==> src/rtl/bus_pkg.sv <==
// Shared types and helpers for the shared-memory bus access controller.
// Latency: n/a (package only).
// Backpressure: n/a (package only).
package bus_pkg;

    localparam int DEF_ADDR_WIDTH = 16;
    localparam int DEF_DATA_WIDTH = 32;

    // Widest grant vector the one-hot helper can inspect.
    localparam int ONEHOT_MAX_W = 32;

    typedef enum logic [2:0] {
        IDLE    = 3'd0,
        ISSUE   = 3'd1,
        WAIT    = 3'd2,
        RESPOND = 3'd3,
        RELEASE = 3'd4
    } state_t;

    // True when exactly one bit of v is set. Callers zero-extend narrower vectors.
    function automatic logic is_onehot(input logic [ONEHOT_MAX_W-1:0] v);
        return (v != '0) && ((v & (v - ONEHOT_MAX_W'(1))) == '0);
    endfunction

endpackage

==> src/rtl/onehot_to_index.sv <==
// One-hot to binary index encoder with legality flag (idx_vld = exactly one bit set).
// Latency: combinational, zero cycles.
// Backpressure: none; pure function of onehot_vec.
// Ports: onehot_vec (in, Width) -> idx_dat (out, binary index), idx_vld (out, one-hot legal).
module onehot_to_index
    import bus_pkg::*;
#(
    parameter int Width = 4,
    parameter int IdxW  = (Width > 1) ? $clog2(Width) : 1
) (
    input  logic [Width-1:0] onehot_vec,
    output logic [IdxW-1:0]  idx_dat,
    output logic             idx_vld
);

    logic [ONEHOT_MAX_W-1:0] vec_ext;

    always_comb begin
        vec_ext              = '0;
        vec_ext[Width-1:0]   = onehot_vec;
        idx_vld              = is_onehot(vec_ext);
        // OR of set-bit positions; only meaningful when idx_vld is high.
        idx_dat              = '0;
        for (int i = 0; i < Width; i++) begin
            if (onehot_vec[i]) begin
                idx_dat = idx_dat | IdxW'(i);
            end
        end
    end

endmodule

==> src/rtl/bus_access_controller.sv <==
// Runs one single-beat shared-memory transaction per one-hot grant and returns DONE/RDATA to the winner.
// Latency: grant sampled T0 -> MEM_EN T1 -> DONE T2+MemLatency; min period MemLatency+3 cycles.
// Backpressure: none on memory; a held grant parks the FSM in RELEASE until ACCESS changes.
// Ports: CLK/RST (sync, active-high); ACCESS/ADDR/WDATA/WE per-core requests (flattened);
//        DONE/RDATA/GRANT_ERR responses; MEM_EN/MEM_WE/MEM_ADDR/MEM_WDATA/MEM_RDATA memory port.
module bus_access_controller
    import bus_pkg::*;
#(
    parameter int NumOfRequesters = 4,
    parameter int AddrWidth       = DEF_ADDR_WIDTH,
    parameter int DataWidth       = DEF_DATA_WIDTH,
    parameter int MemLatency      = 2
) (
    input  logic                                 CLK,
    input  logic                                 RST,
    input  logic [NumOfRequesters-1:0]           ACCESS,
    input  logic [NumOfRequesters*AddrWidth-1:0] ADDR,
    input  logic [NumOfRequesters*DataWidth-1:0] WDATA,
    input  logic [NumOfRequesters-1:0]           WE,
    output logic [NumOfRequesters-1:0]           DONE,
    output logic [DataWidth-1:0]                 RDATA,
    output logic                                 GRANT_ERR,
    output logic                                 MEM_EN,
    output logic                                 MEM_WE,
    output logic [AddrWidth-1:0]                 MEM_ADDR,
    output logic [DataWidth-1:0]                 MEM_WDATA,
    input  logic [DataWidth-1:0]                 MEM_RDATA
);

    localparam int IdxW = (NumOfRequesters > 1) ? $clog2(NumOfRequesters) : 1;
    localparam int CntW = $clog2(MemLatency + 1);

    state_t                     state_q, state_nxt;
    logic [IdxW-1:0]            idx_q, idx_nxt;
    logic                       we_q, we_nxt;
    logic [CntW-1:0]            cnt_q, cnt_nxt;

    logic [NumOfRequesters-1:0] done_nxt;
    logic [DataWidth-1:0]       rdata_nxt;
    logic                       grant_err_nxt;
    logic                       mem_en_nxt;
    logic                       mem_we_nxt;
    logic [AddrWidth-1:0]       mem_addr_nxt;
    logic [DataWidth-1:0]       mem_wdata_nxt;

    logic [IdxW-1:0]            grant_idx;
    logic                       grant_vld;
    logic [AddrWidth-1:0]       sel_addr;
    logic [DataWidth-1:0]       sel_wdata;
    logic                       sel_we;
    logic [NumOfRequesters-1:0] latched_grant;
    logic                       eval_grant;

    onehot_to_index #(
        .Width (NumOfRequesters),
        .IdxW  (IdxW)
    ) u_onehot_to_index (
        .onehot_vec (ACCESS),
        .idx_dat    (grant_idx),
        .idx_vld    (grant_vld)
    );

    // Slices of the requesting core; only consumed when grant_vld is high.
    assign sel_addr      = ADDR[grant_idx*AddrWidth +: AddrWidth];
    assign sel_wdata     = WDATA[grant_idx*DataWidth +: DataWidth];
    assign sel_we        = WE[grant_idx];
    assign latched_grant = NumOfRequesters'(1) << idx_q;

    always_comb begin
        state_nxt     = state_q;
        idx_nxt       = idx_q;
        we_nxt        = we_q;
        cnt_nxt       = cnt_q;
        done_nxt      = '0;
        rdata_nxt     = RDATA;
        grant_err_nxt = 1'b0;
        mem_en_nxt    = 1'b0;
        mem_we_nxt    = MEM_WE;
        mem_addr_nxt  = MEM_ADDR;
        mem_wdata_nxt = MEM_WDATA;
        eval_grant    = 1'b0;

        unique case (state_q)
            IDLE: begin
                eval_grant = 1'b1;
            end
            ISSUE: begin
                cnt_nxt   = CntW'(MemLatency);
                state_nxt = WAIT;
            end
            WAIT: begin
                cnt_nxt = cnt_q - CntW'(1);
                // Count of 1 marks the cycle MEM_RDATA is valid; DONE/RDATA appear next cycle.
                if (cnt_q == CntW'(1)) begin
                    if (!we_q) begin
                        rdata_nxt = MEM_RDATA;
                    end
                    done_nxt[idx_q] = 1'b1;
                    state_nxt       = RESPOND;
                end
            end
            RESPOND: begin
                state_nxt = RELEASE;
            end
            RELEASE: begin
                // A changed grant is evaluated in this same cycle so a new winner loses no time.
                if (ACCESS != latched_grant) begin
                    state_nxt  = IDLE;
                    eval_grant = 1'b1;
                end
            end
            default: begin
                state_nxt = IDLE;
            end
        endcase

        if (eval_grant) begin
            if (grant_vld) begin
                idx_nxt       = grant_idx;
                we_nxt        = sel_we;
                mem_en_nxt    = 1'b1;
                mem_we_nxt    = sel_we;
                mem_addr_nxt  = sel_addr;
                mem_wdata_nxt = sel_wdata;
                state_nxt     = ISSUE;
            end else if (ACCESS != '0) begin
                grant_err_nxt = 1'b1;
            end
        end
    end

    always_ff @(posedge CLK) begin
        if (RST) begin
            state_q   <= IDLE;
            idx_q     <= '0;
            we_q      <= 1'b0;
            cnt_q     <= '0;
            DONE      <= '0;
            RDATA     <= '0;
            GRANT_ERR <= 1'b0;
            MEM_EN    <= 1'b0;
            MEM_WE    <= 1'b0;
            MEM_ADDR  <= '0;
            MEM_WDATA <= '0;
        end else begin
            state_q   <= state_nxt;
            idx_q     <= idx_nxt;
            we_q      <= we_nxt;
            cnt_q     <= cnt_nxt;
            DONE      <= done_nxt;
            RDATA     <= rdata_nxt;
            GRANT_ERR <= grant_err_nxt;
            MEM_EN    <= mem_en_nxt;
            MEM_WE    <= mem_we_nxt;
            MEM_ADDR  <= mem_addr_nxt;
            MEM_WDATA <= mem_wdata_nxt;
        end
    end

endmodule
==> config.mk <==
export PLATFORM = sky130hd
export DESIGN_NAME = bus_access_controller
export DESIGN_NICKNAME = d
export VERILOG_FILES = /design/src/rtl/bus_pkg.sv /design/src/rtl/onehot_to_index.sv /design/src/rtl/bus_access_controller.sv
export SDC_FILE = /design/constraint.sdc
export NUM_CORES = 1
export LEC_CHECK = 0
export ABC_AREA = 1
export CAP_MARGIN = 30
export CORE_AREA = 5 5 122 124
export DETAILED_ROUTE_END_ITERATION = 16
export DIE_AREA = 0 0 127 129
export PLACE_DENSITY = 0.8
export SYNTH_ARGS = -nofsm -noshare
export SYNTH_HDL_FRONTEND = slang
export SYNTH_SLANG_ARGS = --single-unit
==> constraint.sdc <==
create_clock -name CLK -period 3.05 [get_ports CLK]
set_input_delay 0.61 -clock CLK [delete_from_list [all_inputs] [get_ports CLK]]
set_output_delay 0.61 -clock CLK [all_outputs]
set_load 0.01 [all_outputs]
==> impl_metrics.json, run 1 <==
{
  "rr_worst_depth": 7,
  "critPathCaptureType": "flop",
  "place_hpwl_um": 14260,
  "cp_max_fo": 51,
  "cts-root-buf": "clkbuf_16",
  "most-common-layout-cells": "clkdlybuf4s50_1 (319), nor2_1 (108), nand2_1 (105), o21ai_0 (98), dfxtp_1 (94)",
  "drt_iter0_drc": 378,
  "path_class": "input pin to flop",
  "syn_inst": 730,
  "ys_types": 24,
  "dr.pass1.iters": 5,
  "slew_viol_final": 0,
  "reg2reg_from": "state_q[1]",
  "cap_viol_max_count": 0,
  "grt_max_degree": 67,
  "cts_tree": "yes",
  "floorplan.core_area_mm2": 0.01367,
  "ys_seq_area_frac": 0.3846,
  "synth-seq-cells": 94,
  "postLayoutCellArea_mm2": 0.008472,
  "syn_to_final_growth_pct": 73.13,
  "numCtsBuffers": 9,
  "holdCritStartpoint": "RDATA[21]",
  "critPathArrivalTime_ns": 2.51,
  "yosys_warnings": 0,
  "die_w_um": 127,
  "cts.path.max_buffers": 2,
  "reg2reg_to": "DONE[2]",
  "io_pins": 321,
  "regArea_mm2": 0.001882,
  "nNetsFinal": 1243,
  "avgSynthCellArea_um2": 6.703,
  "power.density_mw_per_mm2": 384.6,
  "die_h_um": 129,
  "std_cell_rows": 43,
  "postCtsSetupRepairBufs": 0,
  "status": "finished, final reports clean",
  "placed_area_mm2": 0.008182,
  "via_per_inst": 5.197,
  "port_buffers": 320,
  "p_leak_uw": 0.003203,
  "fmax_mhz": 448.5,
  "critPathRequiredTime_ns": 3.33,
  "synth_area_mm2": 0.004893,
  "peakVddDrop_uv": 249.3,
  "routedWlPerCell_um": 16.52,
  "routed-via-count": 6200,
  "whs_path_depth": 2,
  "fin_skew_ns": 0.004290,
  "finalCriticalPeriod_ns": 2.230,
  "routed_wl_um": 19710,
  "finalCritPeriodShare": 0.7311,
  "antenna_cells": 0,
  "tightest_slew_ns": 0.6250,
  "grt_pass1_wl_um": 30560,
  "synth_nets": 965,
  "initial_core_util": 0.3581,
  "clk_pin_slew_worst_paths_ns": 0.06,
  "rsz0062_at_grt": "no",
  "max_slew_margin": 0.5829,
  "reg2reg_slack_ns": 1.12,
  "setup_viol": 0,
  "grt_pass1_vias": 5927,
  "clk_latency_ns": 0.34,
  "drive_gt1_frac": 0.04146,
  "final_common_cell": "clkdlybuf4s50_1",
  "gp_congestion": 0.8568,
  "route.detailed.drc": 0,
  "cts_sinks": 94,
  "whs_endpoint": "RDATA[21]",
  "multi_input_area_mm2": 0.002654,
  "hold_path_class": "flop to flop",
  "drtAntennaViolNets": 0,
  "grt_overflow": 0,
  "cts_max_level": 3,
  "fillerInstances": 1289,
  "grtUsageTotal": 0.2316,
  "antenna_found_initial": 0,
  "hold_buffers": 0,
  "setup_tns_ns": 0,
  "hold_viol": 0,
  "die_area_mm2": 0.01638,
  "post_cts_resized": 0,
  "startpoint_type": "input pin"
}
critical path, cell delays in order:
cell and delay, ns:
clkdlybuf4s50_1 0.56, nor2_4 0.16, inv_2 0.11, nand2_1 0.07, nand3_1 0.12, nor2_4 0.12
buf_4 0.48, nand4_1 0.16, nand2_1 0.10
final cells by class:
| cell class | instances | area share |
|---|---|---|
| clock buffers | 10 | 0.02703 |
| clock inverters | 6 | 0.007237 |
| inverters | 15 | 0.006794 |
| multi-input cells | 551 | 0.3132 |
| flip-flops and latches | 94 | 0.2221 |
| well taps | 180 | 0.02658 |
| repair buffers | 337 | 0.3970 |
state kept, by name, indices dropped and copies added (netlist names):
| signal | count |
|---|---|
| MEM_WDATA | 32 |
| state_q | 3 |
| MEM_ADDR | 16 |
| cnt_q | 2 |
| DONE | 4 |
| RDATA | 32 |
| we_q | 1 |
| idx_q | 2 |
| MEM_EN | 1 |
| GRANT_ERR | 1 |
worst max path at each step:
stage / slack [ns] / start / cells after the start / end
2_1_floorplan: 1.32 / ACCESS[1] / 10 / idx_q[0]
3_3_place_gp: 0.52 / ACCESS[3] / 7 / MEM_ADDR[15]
3_5_place_dp: 0.47 / ACCESS[3] / 9 / MEM_ADDR[3]
4_1_cts: 0.84 / ACCESS[3] / 9 / MEM_ADDR[3]
5_1_grt: 0.66 / ACCESS[3] / 9 / MEM_WDATA[1]
6_report: 0.82 / ACCESS[3] / 9 / MEM_WDATA[2]
layer usage:
metal	vias up	global-route usage	share of wire
met5	-	0	0
met3	41	0.07057	0.096
met4	0	0.1003	0.030
met1	2763	0.2723	0.38
li1	3113	-	-
met2	283	0.3917	0.49
where the power goes:
group	internal [uW]	switching, uW
Combinational	460	378
Clock	634	469
Sequential	1280	33.0
cells in the mapped netlist (all sizes together):
master	instances	area, um2
nand4	51	319.1
dfxtp	94	1882
buf	36	180.2
inv	15	56.31
or2	1	6.260
a21oi	35	175.2
o21ai	101	505.5
and3	1	6.260
nand2	106	397.9
nor2	112	440.4
nor3	1	5.000
ha	1	12.51
o22ai	49	306.5
clkbuf	34	128.9
nand3	92	465.5
a31oi	1	6.260
kinds of logic (layout without fill, tap and decap cells):
family / after synthesis / count (layout) / share of synthesized area
fa+ha+maj: 1 / 1 / 0.002556
flops: 94 / 94 / 0.3846
simple gates: 364 / 364 / 0.3352
compound gates: 186 / 186 / 0.2030
buf+inv: 85 / 368 / 0.07466
per-stage QoR:
step	hold WS, ns	setup slack (ns)	util	power (uW)	instances
6_report	0.4597	0.8201	0.6199	3258	1193
4_1_cts	0.4629	0.8406	0.6199	3302	1193
3_3_place_gp	0.4482	0.5237	0.5987	2176	1177
5_1_grt	0.4747	0.6565	0.6199	3439	1193
2_1_floorplan	0.4421	1.323	-	1681	730
3_5_place_dp	0.4525	0.4741	0.5987	2180	1177
Power figures use the tool's default switching activity.
==> inputs of run 2 (changes only) <==
--- a/config.mk
+++ b/config.mk
@@ -7,10 +7,11 @@
 export LEC_CHECK = 0
 export ABC_AREA = 1
 export CAP_MARGIN = 30
-export CORE_AREA = 5 5 122 124
+export CORE_ASPECT_RATIO = 2
+export CORE_MARGIN = 5
+export CORE_UTILIZATION = 37
 export DETAILED_ROUTE_END_ITERATION = 16
-export DIE_AREA = 0 0 127 129
-export PLACE_DENSITY = 0.8
+export PLACE_DENSITY = 0.82
 export SYNTH_ARGS = -nofsm -noshare
 export SYNTH_HDL_FRONTEND = slang
 export SYNTH_SLANG_ARGS = --single-unit
==> constraint.sdc (replaced) <==
create_clock -name CLK -period 2.27 [get_ports CLK]
set_input_delay 0.454 -clock CLK [delete_from_list [all_inputs] [get_ports CLK]]
set_output_delay 0.454 -clock CLK [all_outputs]
set_load 0.01 [all_outputs]
==> run 2 against run 1 <==
Against the previous run: final area is 1.7% higher; non-clock buffer count is 7 higher; utilization is 4.3 points higher; sequential power is 34% higher; largest power group unchanged; highest routed layer unchanged.
==> impl_metrics.json, run 2 (synthesis results as in run 1) <==
{
  "status": "finished, final reports clean",
  "gp_congestion": 0.8877,
  "nNetsFinal": 1250,
  "swShare": 0.2786,
  "finalCriticalPeriod_ns": 1.928,
  "setup_tns_ns": 0,
  "slew_viol_final": 0,
  "critPathRequiredTime_ns": 2.50,
  "whs_endpoint": "RDATA[23]",
  "io_pins": 321,
  "reg2reg_slack_ns": 0.67,
  "startpoint_type": "input pin",
  "max_slew_margin": 0.6917,
  "reg.largest.list": "MEM_WDATA x32, RDATA x32, MEM_ADDR x16",
  "hold_path_class": "flop to flop",
  "crit_path_top_delay_cell": "clkdlybuf4s50_1",
  "hold_buffers": 0,
  "power_uw": 4517,
  "cts_max_level": 3,
  "reg2reg_from": "idx_q[0]",
  "post_cts_resized": 0,
  "die_area_mm2": 0.01577,
  "numCtsBuffers": 9,
  "power.share.combinational": 0.262,
  "dr.pass1.iters": 5,
  "drive_gt1_frac": 0.04902,
  "drtAntennaViolNets": 0,
  "grt_pass1_vias": 6117,
  "drt_iter0_drc": 337,
  "routed-via-count": 6295,
  "fin_cells": 1174,
  "std_cell_rows": 59,
  "cts.path.max_buffers": 2,
  "holdCritStartpoint": "RDATA[23]",
  "grt_overflow": 0,
  "final_util": 0.6628,
  "final_common_cell": "clkdlybuf4s50_1",
  "hold_viol": 0,
  "clk_latency_ns": 0.34,
  "critPathCaptureType": "flop",
  "rr_worst_depth": 9,
  "routed_wl_um": 20710,
  "routedWlPerCell_um": 17.64,
  "via_per_inst": 5.362,
  "tightest_slew_ns": 0.4624,
  "p_leak_uw": 0.003282,
  "power.density_mw_per_mm2": 524.5,
  "peakVddDrop_uv": 516.8,
  "power_frac_seq": 0.392,
  "setup_viol": 0,
  "critPathArrivalTime_ns": 2.16,
  "die_w_um": 91.32,
  "path_class": "input pin to flop",
  "grt_pass1_wl_um": 32010,
  "grtUsageTotal": 0.2516,
  "whs_path_depth": 2,
  "p_switching_uw": 1258,
  "crit_chain": "clkdlybuf4s50_1, nor2_4, inv_2, nand2_1, nand3_1, nor2_4, nand3_2, buf_12, nand3_1, nand2_1",
  "syn_to_final_growth_pct": 75.99,
  "reg2reg_to": "MEM_ADDR[2]",
  "place_hpwl_um": 15650,
  "most-common-layout-cells": "clkdlybuf4s50_1 (319), nor2_1 (108), nand2_1 (105), o21ai_0 (98), dfxtp_1 (94)",
  "cap_viol_max_count": 0,
  "initial_core_util": 0.3766,
  "route.detailed.drc": 0,
  "clkPwrFrac": 0.345,
  "fmax_mhz": 518.7,
  "postCtsSetupRepairBufs": 0,
  "grt_max_degree": 107,
  "crit_path_max_incr_delay_ns": 0.55,
  "clk_pin_slew_worst_paths_ns": 0.07,
  "cts_sinks": 94,
  "floorplan.core_area_mm2": 0.01299,
  "die_h_um": 172.6,
  "fin_skew_ns": 0.008947,
  "antenna_found_initial": 1,
  "place_ws_ns": -0.005166,
  "rsz0062_at_grt": "no",
  "cell_internal_pwr_uw": 3259,
  "cts_tree": "yes",
  "dp.cells": 1156,
  "finalCritPeriodShare": 0.8493,
  "cts-root-buf": "clkbuf_16",
  "timing.final.ws_setup_ns": 0.3422,
  "port_buffers": 320,
  "cp_max_fo": 34
}
run 2: routing by layer:
layer / up-vias / part of all wire / track usage
met3: 49 / 0.065 / 0.05652
li1: 3132 / - / -
met2: 269 / 0.53 / 0.4648
met1: 2845 / 0.36 / 0.2635
met4: 0 / 0.043 / 0.1144
met5: - / 0 / 0
run 2: how the worst max path moves through the flow:
stage / start / to
2_1_floorplan: ACCESS[1] / idx_q[0]
3_3_place_gp: ACCESS[3] / we_q
3_5_place_dp: ACCESS[3] / MEM_ADDR[12]
4_1_cts: ACCESS[3] / MEM_ADDR[2]
5_1_grt: ACCESS[3] / MEM_ADDR[3]
6_report: ACCESS[3] / idx_q[1]
run 2: cell type report:
class                           instances  area, um2
Antenna cell                            2      5.005
Clock buffer                           10      229.0
Clock inverter                          6      78.83
Fill cell                            1100       4380
Inverter                               15      57.56
Multi-Input combinational cell        551       2654
Sequential cell                        94       1882
Tap cell                              152      190.2
Timing Repair Buffer                  344       3516
run 2: power groups by stage:
| stage | clock (uW) | combinational, uW | sequential (uW) |
|---|---|---|---|
| after detailed placement | 0 | 1190 | 1810 |
| after global placement | 0 | 1170 | 1810 |
| after floorplan | 0 | 425 | 1830 |
| final | 1560 | 1180 | 1770 |
| after CTS | 1600 | 1190 | 1770 |
| after global routing | 1660 | 1280 | 1780 |
run 2: stage by stage:
| step | hold WS, ns | area, um2 |
|---|---|---|
| after floorplan | 0.4421 | 4893 |
| after global placement | 0.4476 | 8299 |
| after detailed placement | 0.4519 | 8299 |
| after CTS | 0.4626 | 8607 |
| after global routing | 0.4725 | 8610 |
| final | 0.4606 | 8612 |
run 2: critical path, delay by kind of cell:
kind	cells	cell delay [ns]
buf+inv	3	0.85
simple gates	7	0.82
==> inputs of run 3 (changes only) <==
--- a/config.mk
+++ b/config.mk
@@ -9,9 +9,9 @@
 export CAP_MARGIN = 30
 export CORE_ASPECT_RATIO = 2
 export CORE_MARGIN = 5
-export CORE_UTILIZATION = 37
+export CORE_UTILIZATION = 33
 export DETAILED_ROUTE_END_ITERATION = 16
-export PLACE_DENSITY = 0.82
+export PLACE_DENSITY = 0.78
 export SYNTH_ARGS = -nofsm -noshare
 export SYNTH_HDL_FRONTEND = slang
 export SYNTH_SLANG_ARGS = --single-unit
==> constraint.sdc (replaced) <==
create_clock -name CLK -period 1.6 [get_ports CLK]
set_input_delay 0.32 -clock CLK [delete_from_list [all_inputs] [get_ports CLK]]
set_output_delay 0.32 -clock CLK [all_outputs]
set_load 0.01 [all_outputs]
==> run 3 against run 2 <==
Against the previous run: critical path depth is 9 lower; clock power is 35% higher; flip-flop and latch count stayed put; utilization is 3.8 points lower; register-to-register slack worse by 0.62 ns; clock-buffer cell count stayed put; first-iteration DRC count is 20% lower; final area is 7.0% higher; hold slack hardly changed; setup slack worse by 0.31 ns; total power is 43% higher.
==> impl_metrics.json, run 3 (synthesis results as in run 1) <==
{
  "fmax_mhz": 637.6,
  "cap_viol_max_count": 0,
  "hold_viol": 0,
  "wl_met3_um": 1766,
  "startpoint_type": "flop",
  "routed_wl_um": 22840,
  "drive_gt1_frac": 0.09858,
  "wl_met1_um": 7814,
  "critPathRequiredTime_ns": 1.28,
  "crit_chain": "clkdlybuf4s50_1",
  "multi_input_area_mm2": 0.002721,
  "fillerInstances": 1303,
  "slew_viol_final": 0,
  "tightest_slew_ns": 0.3710,
  "numCtsBuffers": 9,
  "port_buffers": 320,
  "grt_pass1_wl_um": 32670,
  "drtAntennaViolNets": 0,
  "cpLargestDelayFamily": "buffers and inverters",
  "critPathArrivalTime_ns": 1.25,
  "initial_core_util": 0.3320,
  "max_slew_margin": 0.7526,
  "hold_path_class": "flop to flop",
  "status": "finished, final reports clean",
  "path_buf_inv": 1,
  "place_hpwl_um": 16900,
  "fin_skew_ns": 0.009428,
  "nNetsFinal": 1285,
  "floorplan.core_area_mm2": 0.01474,
  "cp_max_fo": 2,
  "antenna_found_initial": 1,
  "std_cell_rows": 63,
  "cts_max_level": 3,
  "crit_path_top_delay_cell": "clkdlybuf4s50_1",
  "cts-root-buf": "clkbuf_16",
  "regArea_mm2": 0.001889,
  "clk_latency_ns": 0.34,
  "grt_overflow": 0,
  "antenna_cells": 0,
  "routed-via-count": 6530,
  "via_per_inst": 5.224,
  "cts_tree": "yes",
  "setup_viol": 0,
  "most-common-layout-cells": "clkdlybuf4s50_1 (273), nor2_1 (105), nand2_1 (102), o21ai_0 (98), dfxtp_1 (92)",
  "die_h_um": 182.2,
  "path_class": "flop to output port",
  "p_leak_uw": 0.004111,
  "dr.pass1.iters": 5,
  "finalCriticalPeriod_ns": 1.568,
  "cts.path.max_buffers": 2,
  "die_area_mm2": 0.01751,
  "io_pins": 321,
  "hold_ws_ns": 0.4606,
  "dr.max_layer_used": "met5",
  "die_w_um": 96.11,
  "gp_congestion": 0.8736,
  "drt_iter0_drc": 268,
  "routedWlPerCell_um": 18.27,
  "clk_pin_slew_worst_paths_ns": 0.07,
  "syn_to_final_growth_pct": 88.29,
  "grt_pass1_vias": 6309,
  "peakVddDrop_uv": 468.7,
  "critPathCaptureType": "output port",
  "route.detailed.drc": 0,
  "place_ws_ns": -0.4841,
  "finalCritPeriodShare": 0.9803,
  "grt_max_degree": 40,
  "final_common_cell": "clkdlybuf4s50_1",
  "rsz0062_at_grt": "yes",
  "final_util": 0.6251,
  "timing.final.ws_setup_ns": 0.03153,
  "reg.largest.list": "MEM_WDATA x32, RDATA x32, MEM_ADDR x16",
  "met2_length_um": 12270,
  "power.density_mw_per_mm2": 701.5,
  "cts_sinks": 94,
  "crit_path_max_incr_delay_ns": 0.58,
  "grtUsageTotal": 0.2398
}
## run 3: cell count changes in the layout (fill, tap and decap cells not counted), sizes merged
| cell | delta |
|---|---|
| clkbuf | +3 |
| buf | +32 |
| bufinv | -1 |
| clkinv | -2 |
| clkinvlp | +3 |
| dlymetal6s2s | +32 |
| dlygate4sd2 | +14 |
| clkdlybuf4s50 | -46 |
| diode | -2 |
## run 3: per-stage QoR
stage / total power (uW) / instance area, um2 / TNS [ns] / instances
2_1_floorplan: 3204 / 4893 / 0 / 730
3_3_place_gp: 4298 / 8601 / -25.61 / 1222
3_5_place_dp: 4311 / 8601 / -24.84 / 1222
4_1_cts: 6436 / 8929 / 0 / 1242
5_1_grt: 6771 / 9214 / -1.683 / 1250
6_report: 6463 / 9214 / 0 / 1250
## run 3: report_power, final
part | internal, uW | switching [uW]
Clock | 1120 | 978
Sequential | 2450 | 70.0
Combinational | 1030 | 816
Total | 4600 | 1860
## run 3: worst reg2reg max path, stage by stage (launching register included)
cell and delay [ns]:
dfxtp_4 0.38, inv_4 0.08, nand2_1 0.08, nand2_1 0.06
nand2_1 0.07, nor2_2 0.14, nand3_2 0.11, nand3_4 0.23
buf_6 0.20, nand3_1 0.08, nand2_1 0.06
## run 3: path summary, 6_finish.rpt
path / from / end / slack (ns) / cells after the start
min: MEM_WDATA[14] / MEM_WDATA[14] / 0.46 / 2
max reg2reg: idx_q[0] / MEM_WDATA[5] / 0.05 / 10
min reg2reg: MEM_WDATA[14] / MEM_WDATA[14] / 0.46 / 2
max: MEM_WDATA[17] / MEM_WDATA[17] / 0.03 / 1
## run 3: area by class of cell
cell class | instances | share of cell area
clock inverters | 6 | 0.005839
clock buffers | 10 | 0.02594
inverters | 15 | 0.006790
flip-flops and latches | 94 | 0.2051
multi-input cells | 551 | 0.2954
well taps | 195 | 0.02648
repair buffers | 379 | 0.4345
## run 3: what timing repair did
item	CTS	global route
endpoints found under the setup margin	65	113
gates cloned	0	6
gates resized for setup	19	57
pin swaps	3	8
setup buffers	4	2
hold buffers	0	0
## run 3: per-layer routing
metal | up-vias | track usage
li1 | 3203 | -
met2 | 301 | 0.4367
met1 | 2962 | 0.2494
met4 | 2 | 0.1095
met5 | - | 0
met3 | 62 | 0.05734
